`config.mk`:
```
export PLATFORM = sky130hd
export DESIGN_NAME = store_buffer
export DESIGN_NICKNAME = d
export VERILOG_FILES = /design/src/rtl/store_buffer.sv
export SDC_FILE = /design/constraint.sdc
export NUM_CORES = 1
export LEC_CHECK = 0
export ABC_AREA = 1
export CAP_MARGIN = 20
export CORE_MARGIN = 8
export CORE_UTILIZATION = 45
export CTS_CLUSTER_DIAMETER = 200
export DETAILED_ROUTE_END_ITERATION = 8
export GPL_TIMING_DRIVEN = 0
export PLACE_DENSITY = 0.73
export SLEW_MARGIN = 20
export SYNTH_ARGS = -nofsm -noshare
export SYNTH_HDL_FRONTEND = slang
export SYNTH_SLANG_ARGS = --single-unit
```
`constraint.sdc`:
```
create_clock -name CLK -period 10.8 [get_ports CLK]
set_input_delay 1.62 -clock CLK [delete_from_list [all_inputs] [get_ports CLK]]
set_output_delay 1.62 -clock CLK [all_outputs]
set_load 0.1 [all_outputs]
```
`src/rtl/store_buffer.sv`:
```
// Store buffer between the data cache write-through path and data_mem.
// Cache writes are queued in a small FIFO and drained one per cycle over the
// single data_mem port, which is shared with cache refill reads. A refill read
// that hits a queued (or same-cycle) write is held until that write has drained.
module store_buffer #(
  parameter int DATA_WIDTH = 32,
  parameter int MEM_AW     = 17,
  parameter int DEPTH      = 4
) (
  input  logic                  CLK,
  input  logic                  RST,
  input  logic                  push,
  input  logic [DATA_WIDTH-1:0] push_addr,
  input  logic [DATA_WIDTH-1:0] push_data,
  input  logic [3:0]            push_be,
  input  logic                  rd_en,
  input  logic [DATA_WIDTH-1:0] rd_addr,
  input  logic                  flush_req,
  output logic                  full,
  output logic                  empty,
  output logic                  rd_stall,
  output logic                  flush_done,
  output logic [MEM_AW-1:0]     mem_addr,
  output logic [DATA_WIDTH-1:0] mem_wd,
  output logic [3:0]            mem_we
);

  localparam int PW = $clog2(DEPTH);
  localparam int WW = DATA_WIDTH - 2;  // word-address width

  localparam logic [1:0] ST_IDLE  = 2'b00;
  localparam logic [1:0] ST_PEND  = 2'b01;
  localparam logic [1:0] ST_FLUSH = 2'b10;

  localparam logic [PW-1:0] PTR_ONE = PW'(1);
  localparam logic [PW:0]   CNT_ONE = (PW+1)'(1);
  localparam logic [PW:0]   CNT_MAX = (PW+1)'(DEPTH);

  // Entry storage: every entry is compared against the read address each
  // cycle, so it has to live in flops rather than a RAM.
  logic [WW-1:0]         r_addr_mem [DEPTH];
  logic [DATA_WIDTH-1:0] r_data_mem [DEPTH];
  logic [3:0]            r_be_mem   [DEPTH];

  logic [PW-1:0] r_wr_ptr;
  logic [PW-1:0] r_rd_ptr;
  logic [PW:0]   r_count;
  logic [1:0]    r_state;

  logic [PW:0]   w_count_next;
  logic [1:0]    w_state_next;
  logic [DEPTH-1:0] w_match;
  logic          w_full;
  logic          w_empty;
  logic          w_push_ok;
  logic          w_conflict;
  logic          w_serve_rd;
  logic          w_drain;
  logic [MEM_AW-1:0] w_head_addr;
  logic          w_unused;

  assign w_full    = (r_count == CNT_MAX);
  assign w_empty   = (r_count == '0);
  assign w_push_ok = push & ~w_full;

  // An entry is live when its distance from the read pointer (modulo DEPTH)
  // is below the occupancy; only live entries may cause a read conflict.
  generate
    for (genvar gi = 0; gi < DEPTH; gi++) begin : g_match
      logic [PW-1:0] w_offset;
      logic          w_valid;
      assign w_offset    = PW'(gi) - r_rd_ptr;
      assign w_valid     = ({1'b0, w_offset} < r_count);
      assign w_match[gi] = w_valid & (r_addr_mem[gi] == rd_addr[DATA_WIDTH-1:2]);
    end
  endgenerate

  // A write arriving in the same cycle as the read already counts as pending.
  assign w_conflict = (|w_match) |
                      (push & (push_addr[DATA_WIDTH-1:2] == rd_addr[DATA_WIDTH-1:2]));

  // Reads win the port unless they conflict or a flush is in progress.
  assign w_serve_rd = rd_en & ~w_conflict & (r_state != ST_FLUSH);
  assign w_drain    = ~w_serve_rd & ~w_empty;

  assign w_head_addr = MEM_AW'({r_addr_mem[r_rd_ptr], 2'b00});
  assign w_unused    = ^push_addr[1:0];

  // Drive the shared data_mem port from the arbitration result.
  always_comb begin
    mem_addr = '0;
    mem_wd   = r_data_mem[r_rd_ptr];
    mem_we   = 4'b0000;
    if (w_serve_rd) begin
      mem_addr = rd_addr[MEM_AW-1:0];
    end else if (w_drain) begin
      mem_addr = w_head_addr;
      mem_we   = RST ? 4'b0000 : r_be_mem[r_rd_ptr];
    end
  end

  assign full       = w_full;
  assign empty      = w_empty;
  assign rd_stall   = rd_en & ~w_serve_rd & ~RST;
  assign flush_done = ~RST & (r_state == ST_FLUSH) & w_empty & ~w_push_ok;

  // Occupancy: push and drain in the same cycle leave it unchanged.
  always_comb begin
    w_count_next = r_count;
    case ({w_push_ok, w_drain})
      2'b10:   w_count_next = r_count + CNT_ONE;
      2'b01:   w_count_next = r_count - CNT_ONE;
      default: w_count_next = r_count;
    endcase
  end

  // Buffer state: flush_req is only looked at outside FLUSH.
  always_comb begin
    w_state_next = r_state;
    case (r_state)
      ST_IDLE: begin
        if (flush_req)      w_state_next = ST_FLUSH;
        else if (w_push_ok) w_state_next = ST_PEND;
      end
      ST_PEND: begin
        if (flush_req)                w_state_next = ST_FLUSH;
        else if (w_count_next == '0)  w_state_next = ST_IDLE;
      end
      ST_FLUSH: begin
        if (w_empty & ~w_push_ok) w_state_next = ST_IDLE;
      end
      default: w_state_next = ST_IDLE;
    endcase
  end

  // Write accepted entries into the slot at the write pointer.
  always_ff @(posedge CLK) begin
    if (w_push_ok) begin
      r_addr_mem[r_wr_ptr] <= push_addr[DATA_WIDTH-1:2];
      r_data_mem[r_wr_ptr] <= push_data;
      r_be_mem[r_wr_ptr]   <= push_be;
    end
  end

  // Pointers, occupancy and state; reset drops every pending entry.
  always_ff @(posedge CLK) begin
    if (RST) begin
      r_wr_ptr <= '0;
      r_rd_ptr <= '0;
      r_count  <= '0;
      r_state  <= ST_IDLE;
    end else begin
      if (w_push_ok) r_wr_ptr <= r_wr_ptr + PTR_ONE;
      if (w_drain)   r_rd_ptr <= r_rd_ptr + PTR_ONE;
      r_count <= w_count_next;
      r_state <= w_state_next;
    end
  end

endmodule

```
==> summary.md, run 1 <==
| Metric | Value |
|---|---|
| Row count | 61 |
| CP required | 9.18 ns |
| Main combinational cell family by area after synthesis | simple AND/OR/NAND/NOR gates |
| Routed Antenna Nets | 0 |
| Number of iterations in the first detailed-routing pass | 5 |
| Detailed placement HPWL | ~25000 um |
| Vert. Die Dim | 184 um |
| Final setup vio count | 0 |
| Number of flops mapped to enable cells by yosys | roughly 260 |
| Syn avg cell area | 10.6 um^2 |
| Multiplexer area fraction after synthesis | 0 |
| Yosys warning count | 0 |
| CP Capture Type | output port |
| CTS Root Cell | clkbuf_16 |
| FMAX | 0.150 GHz |
| Primary FF master, synth | edfxtp_1 |
| Die ar. | between 30000 and 40000 um^2 |
| Synth Instances | 1197 |
| Depth of the CTS H-tree | 1 |
| RSZ-0062 raised after global routing | false |
| Area contributors post-synth | edfxtp_1 (62%), nand2_1 (6.0%), nor2_1 (5.6%), o21ai_0 (4.6%), xnor2_1 (4.4%) |
| Clk buf depth | 3 |
| Reg area | 8150 um^2 |
| IO Pins | 162 |
| Post-Synth Simple-Gate Area | 0.138 |
| Post-CTS Resized | 0 |
| Final worst-path cycle share | 0.616 |
| Most frequent cells after synthesis | edfxtp_1 (264), nand2_1 (203), nor2_1 (189) |
| All-Layer GR Usage | 0.200 |
| Core ar. | 27900 um^2 |
| CTS tree | done |
| GRT overflow | 0 |
| Hold crit path type | reg2reg |
| Crit start category | input pin |
| DP Worst Slack | 4.21 ns |
| Hold Buf Count CTS | 0 |
| Layout cell share with drive strength beyond 1 | 0.0910 |
| Setup TNS | 0 ns |
| Die Width | 184 um |
| Ant diodes | 0 |
| CP arrival | just over 5 ns |
| Critical path class | in2out |
| Post-synthesis async set-or-reset flop share | 0 |
| Slew headroom | 0.284 |
| Leakage | roughly 5.9 nW |
| Vias/cell | 5.24 |
| Post-DR wirelength/cell | just under 20 um |
| Post-synthesis compound-gate area fraction | 0.0863 |
| Vias | 9293 |
| Post-Syn Area | 12700 um^2 |
| Worst IR Drop VDD | 289 uV |
| Cell variety after synth | 32 |
| Maxcap violations | 0 |
| Fillers | 2324 |
| Final Hold Fails | 0 |
| Initial core utilization | 0.458 |
| GP Congestion | 0.931 |
| CTS Buf Count | 29 |
| Final Critical Period | 6.65 ns |
| Yosys reg bits | ~280 |
| Largest net degree at the start of global routing | 24 |
| WL final | 34700 um |
| Area share of the largest cell type after synthesis | 0.622 |
| Initial antenna violation count | 3 |
| Status | finished, final reports clean |
| Xor/xnor share of the synthesized area | 0.0673 |
| Area occupied by multi-input gates | ~3900 um^2 |
| Clock Skews | between 0.008 and 0.009 ns |
| Nets | 1489 |
| Most common cell in the synthesized netlist | edfxtp_1 |
| Iter 0 DRT Violations | 822 |
| R2R setup slack | 7.11 ns |
| Syn Nets | approximately 1300 |
| Post-CTS Setup Repair Bufs | 0 |
| IO Port Bufs | around 130 |
| Vias in the first global route | 9397 |
| Seq/Total Area, Yosys | 0.639 |
| Worst Slack Setup Final | around 4.1 ns |
| Global-route wire length before repair | 51900 um |
| Largest area contributor in the netlist | edfxtp_1 |
| CTS clock-pin slew for the worst setup and hold paths | 0.06 ns |
| DR DRC count | 0 |
| Final Util | 0.569 |
| Synth-to-layout area growth | 24.4% |
| Worst skew pair latency | 0.56 ns |
| Slew @ Worst Pin | approximately 1.1 ns |
| Clock sink total | 275 |
| CP max FO | 10 |
| PwrDens | 276 nW/um^2 |
| Pins Over Slew Limit | 0 |
| Synth Area in Adders | 0.0104 |
## logic make-up after synthesis
kind of cell | count (synthesis)
buffers and inverters | 174
AND/OR/NAND/NOR | 440
AO/OA/AOI/OAI | 200
flip-flops | 275
adder cells (fa/ha/maj) | 10
XOR/XNOR | 98
## routing by layer
metal,share of wire,routed length [um],vias up,track usage
met5,0.0012,41,-,0
met4,0.028,982,6,0.0581
met3,0.089,3100,71,0.0461
met2,0.49,17100,421,0.349
met1,0.39,13500,4409,0.244
li1,-,-,4386,-
## power by group
part,switching (mW),total (mW),internal (mW)
Sequential,0.0451,1.34,1.30
Combinational,1.52,2.00,0.481
Clock,0.408,1.03,0.617
## flip-flops by register name (all words and copies together) (netlist names), named ones only
| register | flops |
|---|---|
| r_rd_ptr | 2 |
| r_state | 2 |
| r_data_mem | 128 |
| r_be_mem | 16 |
| r_count | 3 |
| r_addr_mem | 120 |
| r_wr_ptr | 2 |
## worst max-delay path, stage by stage
cell and delay (ns):
clkdlybuf4s50_1 0.58, inv_1 0.06, nand2_1 0.06, nand2_1 0.04
nor2_1 0.17, nand2_1 0.11, nor2_1 0.20, nand2_2 0.07
nor2_1 0.14, nor2_2 0.04, nand2_1 0.07, nor2_2 0.08
nor2_8 0.25, buf_12 0.20, nand2_2 0.07, o21ai_2 0.09
clkdlybuf4s50_1 1.17
## layout make-up
cell class	instances	share of cell area
repair buffers	146	0.103
clock inverters	17	0.0137
well taps	378	0.0298
flip-flops and latches	275	0.514
plain buffers	60	0.0201
multi-input cells	748	0.245
inverters	114	0.0271
clock buffers	35	0.0478
## stage by stage
step                instances  hold slack [ns]  total power [mW]  area [um^2]
finish                   1773            0.524              4.37        15900
global route             1773            0.595              4.55        15900
CTS                      1773            0.535              4.39        15900
detailed placement       1721            0.522              3.36        14900
global placement         1709            0.484              3.32        14600
floorplan                1197            0.463              2.79        12700
## placed cells by master, fill, tap and decap left out, drive strengths merged
| cell | instances |
|---|---|
| o21bai | 1 |
| bufinv | 5 |
| clkbuf | 66 |
| nand2 | 214 |
| nand3 | 22 |
| nand4 | 7 |
| buf | 41 |
| o2111ai | 1 |
| nor3 | 4 |
| fa | 1 |
| clkinv | 13 |
| clkdlybuf4s50 | 134 |
| dfxtp | 11 |
| nor2 | 193 |
| a31oi | 1 |
| o22ai | 46 |
| ha | 9 |
| inv | 113 |
| edfxtp | 264 |
| a21oi | 21 |
| o21ai | 130 |
| xnor2 | 64 |
| xor2 | 34 |
## worst paths after layout
check,from,to,cells after the start
worst max-delay path,push_addr[11],mem_addr[10],17
worst min-delay path,r_wr_ptr[0],r_wr_ptr[0],1
worst max register to register,r_rd_ptr[0],r_state[0],23
worst min register to register,r_wr_ptr[0],r_wr_ptr[0],1
(Power assumes the default switching activity.)
==> inputs of run 2 (changes only) <==
Clock period 10.8 ns to 6.6 ns, I/O delays scaled along.
==> results of run 2 <==
Same layout as run 1 (identical final DEF). Status: finished, final reports clean.
Among the figures that moved: setup slack after placement 4.21 ns -> 1.27 ns; setup slack after layout 4.15 ns -> 1.21 ns; register-to-register setup slack 7.11 ns -> 2.91 ns; total power 4.37 mW -> 7.15 mW; worst IR drop on VDD 289 uV -> 472 uV
